## src/rtl/i3c_daa_pkg.sv

```systemverilog
// i3c_daa_pkg: shared state encoding, field sizes and parity helper for the ENTDAA responder
package i3c_daa_pkg;
  typedef enum logic [2:0] {S_IDLE, S_ID, S_ADDR, S_ACK, S_LOST} daa_state_t;
  localparam int ID_BITS = 64;
  localparam int DA_BITS = 7;
  localparam int BCR_OFS = 8;
  localparam int DCR_OFS = 0;
  function automatic logic odd_par(input logic [DA_BITS-1:0] a);
    return ~^a;
  endfunction
endpackage

```

## src/rtl/i3c_daa_arb_mask.sv

```systemverilog
// i3c_daa_arb_mask: wired-AND of contender ID bits, next contender mask and lowest contender index
module i3c_daa_arb_mask
  import i3c_daa_pkg::*;
#(
  parameter int NUM_TGT = 2,
  parameter int IDX_W   = 1
) (
  input  logic [NUM_TGT-1:0]         mask,
  input  logic [ID_BITS*NUM_TGT-1:0] tgt_id,
  input  logic [5:0]                 cnt,
  input  logic                       sda_in,
  output logic [NUM_TGT-1:0]         next_mask,
  output logic                       wbit,
  output logic [IDX_W-1:0]           low_idx
);
  logic [ID_BITS-1:0] id_w [NUM_TGT];
  for (genvar g = 0; g < NUM_TGT; g++) begin : g_id
    assign id_w[g] = tgt_id[g*ID_BITS +: ID_BITS];
  end
  // a contender drops out when it offers a 1 but the bus carries 0; scanning downward leaves the lowest index
  always_comb begin
    next_mask = mask;
    wbit      = 1'b1;
    low_idx   = '0;
    for (int i = NUM_TGT-1; i >= 0; i--) begin
      next_mask[i] = mask[i] & ~(id_w[i][cnt] & ~sda_in);
      if (mask[i]) begin
        wbit    = wbit & id_w[i][cnt];
        low_idx = IDX_W'(i);
      end
    end
  end
endmodule

```

## src/rtl/i3c_daa_multi_slave.sv

```systemverilog
// i3c_daa_multi_slave: ENTDAA responder for NUM_TGT virtual targets; define I3C_DAA_ERRCNT_EN for the parity-NACK counter
module i3c_daa_multi_slave
  import i3c_daa_pkg::*;
#(
  parameter int NUM_TGT = 2,
  parameter int IDX_W   = 1,
  parameter int ERR_W   = 4
) (
  input  logic                       clk_SCL,
  input  logic                       RSTn,
  input  logic                       bit_tick,
  input  logic                       sda_in,
  input  logic                       daa_active,
  input  logic                       daa_rstart,
  input  logic                       rstdaa,
  input  logic                       set_da,
  input  logic [IDX_W-1:0]           set_idx,
  input  logic [DA_BITS-1:0]         new_da,
  input  logic [ID_BITS*NUM_TGT-1:0] tgt_id,
  output logic                       drv_en,
  output logic                       drv_bit,
  output logic [8*NUM_TGT-1:0]       tgt_dyn_addr,
  output logic                       da_chg,
  output logic [IDX_W-1:0]           da_chg_idx,
  output logic                       all_assigned,
  output logic [ERR_W-1:0]           err_cnt
);
  daa_state_t         state;
  logic [5:0]         cnt;
  logic [NUM_TGT-1:0] mask, next_mask, valid;
  logic [7:1]         addr, pend_da;
  logic               par, wbit, pend_v;
  logic [IDX_W-1:0]   low_idx, pend_idx;
  logic [7:0]         dyn [NUM_TGT];

  i3c_daa_arb_mask #(.NUM_TGT(NUM_TGT), .IDX_W(IDX_W)) u_arb (
    .mask      (mask),
    .tgt_id    (tgt_id),
    .cnt       (cnt),
    .sda_in    (sda_in),
    .next_mask (next_mask),
    .wbit      (wbit),
    .low_idx   (low_idx)
  );

  for (genvar g = 0; g < NUM_TGT; g++) begin : g_tbl
    assign valid[g]                 = dyn[g][0];
    assign tgt_dyn_addr[8*g +: 8]   = dyn[g];
  end

  assign all_assigned = &valid;

  logic             par_ok, ack_tick, commit_req;
  logic [IDX_W-1:0] cm_idx;
  logic [7:1]       cm_da;
  assign par_ok     = par == odd_par(addr);
  assign ack_tick   = state == S_ACK && bit_tick && daa_active;
  assign commit_req = (ack_tick && par_ok) || pend_v;
  assign cm_idx     = pend_v ? pend_idx : low_idx;
  assign cm_da      = pend_v ? pend_da : addr;

  // DAA round sequencing with registered SDA drive, one cycle behind the state it reflects
  always_ff @(posedge clk_SCL) begin
    if (!RSTn) begin
      state   <= S_IDLE;
      cnt     <= '0;
      mask    <= '0;
      addr    <= '0;
      par     <= 1'b0;
      drv_en  <= 1'b0;
      drv_bit <= 1'b1;
    end else if (!daa_active) begin
      state   <= S_IDLE;
      drv_en  <= 1'b0;
      drv_bit <= 1'b1;
    end else begin
      drv_en  <= state == S_ID || state == S_ACK;
      drv_bit <= state == S_ID ? wbit : state == S_ACK ? ~par_ok : 1'b1;
      case (state)
        S_IDLE: if (daa_rstart) begin
          if (all_assigned) state <= S_LOST;
          else begin
            state <= S_ID;
            mask  <= ~valid;
            cnt   <= 6'd63;
          end
        end
        S_ID: if (bit_tick) begin
          mask <= next_mask;
          if (next_mask == '0) state <= S_LOST;
          else if (cnt == 6'd0) begin
            state <= S_ADDR;
            cnt   <= 6'd7;
          end else cnt <= cnt - 6'd1;
        end
        S_ADDR: if (bit_tick) begin
          if (cnt == 6'd0) begin
            par   <= sda_in;
            state <= S_ACK;
          end else begin
            addr[cnt[2:0]] <= sda_in;
            cnt            <= cnt - 6'd1;
          end
        end
        S_ACK: if (bit_tick) state <= S_IDLE;
        default: if (daa_rstart) state <= S_IDLE;
      endcase
    end
  end

  // address table: rstdaa beats set_da beats commit; a commit displaced by set_da to another index waits one cycle
  always_ff @(posedge clk_SCL) begin
    if (!RSTn) begin
      for (int i = 0; i < NUM_TGT; i++) dyn[i] <= '0;
      da_chg     <= 1'b0;
      da_chg_idx <= '0;
      pend_v     <= 1'b0;
      pend_idx   <= '0;
      pend_da    <= '0;
    end else if (rstdaa) begin
      for (int i = 0; i < NUM_TGT; i++) dyn[i] <= '0;
      da_chg     <= 1'b1;
      da_chg_idx <= '1;
      pend_v     <= 1'b0;
    end else if (set_da) begin
      dyn[set_idx] <= {new_da, 1'b1};
      da_chg       <= 1'b1;
      da_chg_idx   <= set_idx;
      pend_v       <= commit_req && cm_idx != set_idx;
      pend_idx     <= cm_idx;
      pend_da      <= cm_da;
    end else if (commit_req) begin
      dyn[cm_idx] <= {cm_da, 1'b1};
      da_chg      <= 1'b1;
      da_chg_idx  <= cm_idx;
      pend_v      <= 1'b0;
    end else begin
      da_chg <= 1'b0;
      pend_v <= 1'b0;
    end
  end

`ifdef I3C_DAA_ERRCNT_EN
  // saturating count of parity NACKs
  always_ff @(posedge clk_SCL) begin
    if (!RSTn || rstdaa) err_cnt <= '0;
    else if (ack_tick && !par_ok && !(&err_cnt)) err_cnt <= err_cnt + ERR_W'(1);
  end
`else
  assign err_cnt = '0;
`endif
endmodule

```

## config.mk

```make
export PLATFORM = sky130hd
export DESIGN_NAME = i3c_daa_multi_slave
export DESIGN_NICKNAME = d
export VERILOG_FILES = /design/src/rtl/i3c_daa_pkg.sv /design/src/rtl/i3c_daa_arb_mask.sv /design/src/rtl/i3c_daa_multi_slave.sv
export SDC_FILE = /design/constraint.sdc
export NUM_CORES = 1
export LEC_CHECK = 0
export ABC_AREA = 1
export CORE_MARGIN = 2
export CORE_UTILIZATION = 41
export CTS_CLUSTER_DIAMETER = 100
export DETAILED_ROUTE_END_ITERATION = 10
export PLACE_DENSITY = 0.79
export SYNTH_ARGS = -nofsm -noshare
export SYNTH_HDL_FRONTEND = slang
export SYNTH_SLANG_ARGS = --single-unit
```

## constraint.sdc

```tcl
create_clock -name clk_SCL -period 2.15 [get_ports clk_SCL]
set_clock_uncertainty 0.05 [all_clocks]
set_input_delay 0.3225 -clock clk_SCL [delete_from_list [all_inputs] [get_ports clk_SCL]]
set_output_delay 0.3225 -clock clk_SCL [all_outputs]
set_load 0.005 [all_outputs]
```

==> results of run 1 <==
## cell families (layout without fill, tap and decap cells)
kind of cell | Yosys count | after routing
other | 1 | 4
AND/OR/NAND/NOR | 426 | 426
AO/OA/AOI/OAI | 58 | 58
XOR/XNOR | 12 | 12
buffers and inverters | 178 | 369
adder cells (fa/ha/maj) | 1 | 1
multiplexers | 7 | 7
flip-flops | 48 | 48
## worst register-to-register path: stages (launching register included)
cell and delay, ns:
dfxtp_4 0.45, inv_8 0.08, buf_12 0.14, or2_1 0.20, nand2_1 0.06, nand2_1 0.05, nor2_1 0.09, nor2_1 0.05
nor2_1 0.10, nand2_1 0.07, nand2_2 0.09, nand3_4 0.09, nand2_4 0.10, nor2_4 0.05, nor2_4 0.18, nand3_2 0.09
nand2_1 0.08, nor2_1 0.04
## what timing repair did
action,4_1_cts,5_1_grt
gates cloned,0,2
setup endpoints to repair,21,41
gates resized for setup,8,63
pin swaps,1,12
buffers inserted,2,6
## flip-flops by register name (all words and copies together) (netlist names)
| register | cells |
|---|---|
| drv_bit | 1 |
| drv_en | 1 |
| da_chg | 1 |
| mask | 2 |
| cnt | 6 |
| pend_v | 1 |
| da_chg_idx | 1 |
| state | 3 |
| pend_da | 7 |
| pend_idx | 1 |
| addr | 7 |
| dyn | 16 |
| par | 1 |
## through the flow
step                      hold slack [ns]  util (%)  instance area, um2  total power [mW]
after CTS                           0.458      62.9                6500              3.60
after floorplan                     0.383         -                4350              2.14
after global placement              0.419      61.2                6320              2.78
final                               0.447      66.0                6810              3.78
after detailed placement            0.441      61.2                6320              2.80
after global routing                0.489      66.0                6810              4.02
## power groups by stage
stage / Combinational [mW] / Sequential, mW / Clock [mW]
global placement: 1.71 / 1.08 / 0
detailed placement: 1.72 / 1.08 / 0
floorplan: 1.09 / 1.06 / 0
finish: 1.91 / 1.07 / 0.792
global route: 2.11 / 1.08 / 0.826
CTS: 1.75 / 1.06 / 0.792
## layout by cell type, fill, tap and decap left out, drive strengths merged
cell / instances
a211oi: 2
a21oi: 31
a221oi: 1
a31oi: 1
and2: 1
buf: 46
bufinv: 2
clkbuf: 7
clkdlybuf4s50: 164
clkinv: 1
conb: 4
dfxtp: 34
edfxtp: 14
ha: 1
inv: 149
mux2i: 7
nand2: 223
nand3: 86
nand3b: 1
nand4: 1
nor2: 98
nor3: 8
o211ai: 2
o21ai: 19
o22ai: 2
or2: 8
xnor2: 7
xor2: 5
## final cells by class
type                       count  share of cell area, %
multi-input combinational    508                   38.6
clock inverter                 3                   1.01
sequential                    48                   16.4
inverter                     149                   8.62
clock buffer                   5                   1.01
tap                          136                   2.50
timing repair buffer         212                   31.9
## path summary, 6_finish.rpt
kind,to,slack (ns),depth (start not counted)
setup / recovery,cnt[0]$_SDFFE_PN0P_,-0.01,17
hold / removal,da_chg_idx$_SDFFE_PN0P_,0.45,2
setup reg to reg,cnt[0]$_SDFFE_PN0P_,-0.01,17
hold reg to reg,da_chg_idx$_SDFFE_PN0P_,0.45,2
## layer usage
metal	part of all wire [%]	track usage (%)	wire [um]
met1	41	27.3	5440
met5	0	0	0
met3	6.1	4.32	806
met4	2.0	6.03	262
met2	51	42.2	6750
==> impl_metrics.env, run 1 <==
export IMPL_outcome="complete, but fails checks"
export IMPL_violations="setup timing"
export IMPL_multiInputGateArea_um2=2630
export IMPL_crit_path_max_fanout=11
export IMPL_dr_pass1_iters=4
export IMPL_pwr_share_comb_pct=50.7
export IMPL_cts_sinks=48
export IMPL_routedWlPerCell_um=12.5
export IMPL_syn_area_per_cell_um2=5.94
export IMPL_clk_latency_ns=0.31
export IMPL_area_delta_synth_final_pct=56.8
export IMPL_synthArstFlopShare_pct=0
export IMPL_ir_drop_v=0.000343
export IMPL_timing_final_crit_share_pct=101
export IMPL_row_count=37
export IMPL_gp_congestion=0.927
export IMPL_crit_slowest_cell="dfxtp_4"
export IMPL_min_path_type="reg -> reg"
export IMPL_postCtsHoldBufs=0
export IMPL_ant_nets=0
export IMPL_p_switching_mw=1.40
export IMPL_synth_top_family_by_area="simple AND/OR/NAND/NOR gates"
export IMPL_yosys_warnings=0
export IMPL_finalCriticalPeriod_ns=2.16
export IMPL_routed_via_density=4.68
export IMPL_routed_wl_mm=13.3
export IMPL_drt_iter0_drc=211
export IMPL_hold_viol=0
export IMPL_yosysMostFrequentCell="nand2_1"
export IMPL_r2r_start="cnt[0]$_SDFFE_PN0P_"
export IMPL_antenna_found_initial=0
export IMPL_die_y_um=107
export IMPL_setup_ws_ns=-0.0147
export IMPL_synth_fa_ha_area_share_pct=0.288
export IMPL_synth_top_area_share_pct=18.5
export IMPL_synth_flop_cell="dfxtp_1"
export IMPL_syn_inst=731
export IMPL_fmaxAchievable_ghz=0.462
export IMPL_critPathLaunch="cnt[0]$_SDFFE_PN0P_"
export IMPL_end_kind="flop"
export IMPL_swShare_pct=37.1
export IMPL_synth_edf_count=14
export IMPL_yosys_register_bits=48
export IMPL_slew_violations=0
export IMPL_critPathBufInv=2
export IMPL_dp_cells=1044
export IMPL_grt_first_pass_wirelength_mm=21.6
export IMPL_worstPathCellList="inv_8 > buf_12 > or2_1 > nand2_1 > nand2_1 > nor2_1 > nor2_1 > nor2_1 > nand2_1 > nand2_2 > nand3_4 > nand2_4 > nor2_4 > nor2_4 > nand3_2 > nand2_1 > nor2_1"
export IMPL_synth_common_cells="nand2_1, inv_1, nor2_1"
export IMPL_nNetsFinal=1069
export IMPL_intPower_mw=2.38
export IMPL_synthMuxAreaShare_pct=1.61
export IMPL_pre_cts_ws_ns=-0.166
export IMPL_io_buffer_count=164
export IMPL_start_util_pct=42.1
export IMPL_grt_max_degree=43
export IMPL_clock_tree_buffer_depth=2
export IMPL_power_frac_clock_pct=21.0
export IMPL_worst_setup_path_start_kind="flop"
export IMPL_antenna_cells=0
export IMPL_path_clk_slew_ns=0.09
export IMPL_overflow=0
export IMPL_maxCapViolations=0
export IMPL_cts_buffers=5
export IMPL_hpwl_mm=10.3
export IMPL_rsz0062_at_grt="yes"
export IMPL_final_cells=1061
export IMPL_p_leak_nw=3.35
export IMPL_core_area_um2=10300
export IMPL_grt_pass1_vias=4830
export IMPL_cts_tree="done"
export IMPL_yosysTopAreaCell="nand2_1"
export IMPL_min_from="da_chg_idx$_SDFFE_PN0P_"
export IMPL_fin_tns_setup_ns=-0.0261
export IMPL_synthSimpleGateAreaFrac_pct=44.0
export IMPL_power_density_nw_per_um2=555
export IMPL_ys_seq_area_share_pct=25.4
export IMPL_fill_cells=941
export IMPL_seqPwrFrac_pct=28.4
export IMPL_io_pins=169
export IMPL_synthDistinctLibCells=43
export IMPL_seq_area_um2=1110
export IMPL_cts_htree_levels=2
export IMPL_finalSetupViolations=2
export IMPL_fp_dieW_um=107
export IMPL_crit_arrival_ns=2.33
export IMPL_vias=4963
export IMPL_synth_xor_area_share_pct=2.42
export IMPL_netlist_area_um2=4340
export IMPL_root_buffer="clkbuf_8"
export IMPL_ys_top_cells_by_area="nand2_1, dfxtp_1, inv_1"
export IMPL_synth_compound_area_share_pct=7.63
export IMPL_drive_gt1_share_pct=15.0
export IMPL_critPathTopFamily="simple AND/OR/NAND/NOR gates"
export IMPL_track_usage_pct=23.0
export IMPL_dieArea_um2=11400
export IMPL_path_class="reg -> reg"
export IMPL_crit_required_ns=2.31
export IMPL_cpPeakStageDelay_ns=0.45
export IMPL_drc_errors=0
(Power assumes the default switching activity.)
==> run 2, diff against run 1 <==
- CTS_BUF_LIST: unset -> sky130_fd_sc_hd__clkbuf_16
==> run 2 against run 1 <==
The run still ends with setup timing left; worst setup slack lost 0.030 ns; via count grew 0.36%; core utilization shrank 0.53 points; flip-flop and latch count is the same; critical path depth grew 3; critical endpoint is now cnt[1]$_SDFFE_PN0P_; largest cell class unchanged; largest power group unchanged.
==> impl_metrics.env, run 2 (synthesis gave the netlist of run 1 again) <==
export IMPL_outcome="complete, but fails checks"
export IMPL_violations="setup timing"
export IMPL_dr_pass1_iters=5
export IMPL_rrSetupSlack_ns=-0.04
export IMPL_grt_pass1_vias=4798
export IMPL_io_buffer_count=164
export IMPL_top_register="dyn"
export IMPL_crit_required_ns=2.28
export IMPL_maxCapViolations=0
export IMPL_fp_dieW_um=107
export IMPL_vias=4981
export IMPL_pre_cts_ws_ns=-0.166
export IMPL_die_y_um=107
export IMPL_largestRegisters="dyn x16, addr x7, pend_da x7"
export IMPL_cts_htree_levels=2
export IMPL_postCtsHoldBufs=0
export IMPL_finalSetupViolations=6
export IMPL_final_cells=1059
export IMPL_setup_ws_ns=-0.0449
export IMPL_drt_iter0_drc=199
export IMPL_finalCriticalPeriod_ns=2.19
export IMPL_slew_violations=0
export IMPL_path_clk_slew_ns=0.06
export IMPL_p_leak_nw=3.35
export IMPL_routed_wl_mm=13.2
export IMPL_routedWlPerCell_um=12.5
export IMPL_nNetsFinal=1067
export IMPL_multiInputGateArea_um2=2570
export IMPL_row_count=37
export IMPL_antenna_found_initial=0
export IMPL_overflow=0
export IMPL_gp_congestion=0.927
export IMPL_crit_path_max_fanout=7
export IMPL_end_kind="flop"
export IMPL_most_common_layout_cells="nand2_1, clkdlybuf4s50_1, inv_1"
export IMPL_grt_max_degree=43
export IMPL_track_usage_pct=23.2
export IMPL_hold_viol=0
export IMPL_fmaxAchievable_ghz=0.456
export IMPL_routed_via_density=4.70
export IMPL_ir_drop_v=0.000394
export IMPL_clk_latency_ns=0.29
export IMPL_holdWs_ns=0.438
export IMPL_drive_gt1_share_pct=13.3
export IMPL_start_util_pct=42.1
export IMPL_io_pins=169
export IMPL_area_delta_synth_final_pct=55.5
export IMPL_core_area_um2=10300
export IMPL_slew_headroom_pct=63.7
export IMPL_finalInstanceArea_um2=6760
export IMPL_ff2ff_path_depth=20
export IMPL_path_class="reg -> reg"
export IMPL_ant_nets=0
export IMPL_dp_cells=1044
export IMPL_drc_errors=0
export IMPL_crit_arrival_ns=2.32
export IMPL_fill_cells=933
export IMPL_power_mw=3.96
export IMPL_worst_setup_path_start_kind="flop"
export IMPL_tightestPinTransition_ns=0.539
export IMPL_rsz0062_at_grt="yes"
export IMPL_largest_reg_flops=16
export IMPL_dieArea_um2=11400
export IMPL_min_path_type="reg -> reg"
export IMPL_root_buffer="clkbuf_16"
export IMPL_post_dp_cell_area_um2=6320
export IMPL_layout_commonest_cell="nand2_1"
export IMPL_cts_tree="done"
export IMPL_antenna_cells=0
export IMPL_grt_first_pass_wirelength_mm=21.7
export IMPL_holdPathStages=2
export IMPL_hpwl_mm=10.3
export IMPL_clock_tree_buffer_depth=2
export IMPL_timing_final_crit_share_pct=102
export IMPL_cts_sinks=48
export IMPL_cts_buffers=5
export IMPL_seq_area_um2=1110
export IMPL_power_density_nw_per_um2=586
[run 2: cell count changes in the layout (fill, tap and decap cells not counted), moves of 4 or more]
| cell | previous run | this run |
|---|---|---|
| clkbuf_8 | 5 | 0 |
| nand3_1 | 66 | 71 |
| clkbuf_16 | 2 | 6 |
| nand3_2 | 16 | 12 |
[run 2: worst paths after layout]
path / from / to
min: addr[2]$_SDFFE_PN0P_ / addr[2]$_SDFFE_PN0P_
max reg2reg: cnt[1]$_SDFFE_PN0P_ / cnt[1]$_SDFFE_PN0P_
max: cnt[1]$_SDFFE_PN0P_ / cnt[1]$_SDFFE_PN0P_
min reg2reg: addr[2]$_SDFFE_PN0P_ / addr[2]$_SDFFE_PN0P_
[run 2: area by class of cell]
class | instances | area share, %
timing repair buffer | 210 | 31.6
clock buffer | 5 | 1.85
tap | 136 | 2.52
clock inverter | 3 | 1.02
sequential | 48 | 16.4
multi-input combinational | 508 | 38.0
inverter | 149 | 8.58
[run 2: worst max-delay path, stage by stage, from the launching register on]
cell and delay, ns:
dfxtp_2 0.34, buf_12 0.15, inv_8 0.05, nor2_8 0.18
buf_12 0.15, buf_4 0.11, nand3_2 0.06, nand2_1 0.08
nor2_2 0.04, nor2_1 0.10, nor2_1 0.05, nand2_1 0.07
nand2_2 0.07, nand2_1 0.08, nand2_1 0.05, nand2_1 0.07
nand3_2 0.09, nand3_4 0.12, nand2_1 0.06, nand2_1 0.06
nor2_1 0.04
[run 2: stage by stage]
| step | TNS, ns | util (%) |
|---|---|---|
| 6_report | -0.195 | 65.4 |
| 5_1_grt | -1.13 | 65.4 |
| 4_1_cts | 0 | 63.5 |
| 3_5_place_dp | -0.974 | 61.2 |
| 3_3_place_gp | -0.583 | 61.2 |
| 2_1_floorplan | 0 | - |
[run 2: repair_timing]
action,in CTS,in global routing
pin swaps,2,14
buffers inserted,2,5
setup endpoints to repair,22,41
hold endpoints to repair,0,0
cloned,0,1
gates resized for setup,8,40
[run 2: where the power goes]
part / total (mW) / internal (mW) / switching [mW]
sequential: 1.07 / 0.999 / 0.0707
clock: 1.02 / 0.671 / 0.348
combinational: 1.87 / 0.892 / 0.976
total: 3.96 / 2.56 / 1.39
[run 2: routing by layer]
layer / track usage (%) / wire [um] / vias to the layer above / part of all wire, %
met5: 0 / 0 / - / 0
met4: 5.75 / 223 / 0 / 1.7
met3: 4.38 / 775 / 18 / 5.9
met2: 42.5 / 6670 / 163 / 50
li1: - / - / 2593 / -
met1: 27.7 / 5550 / 2207 / 42
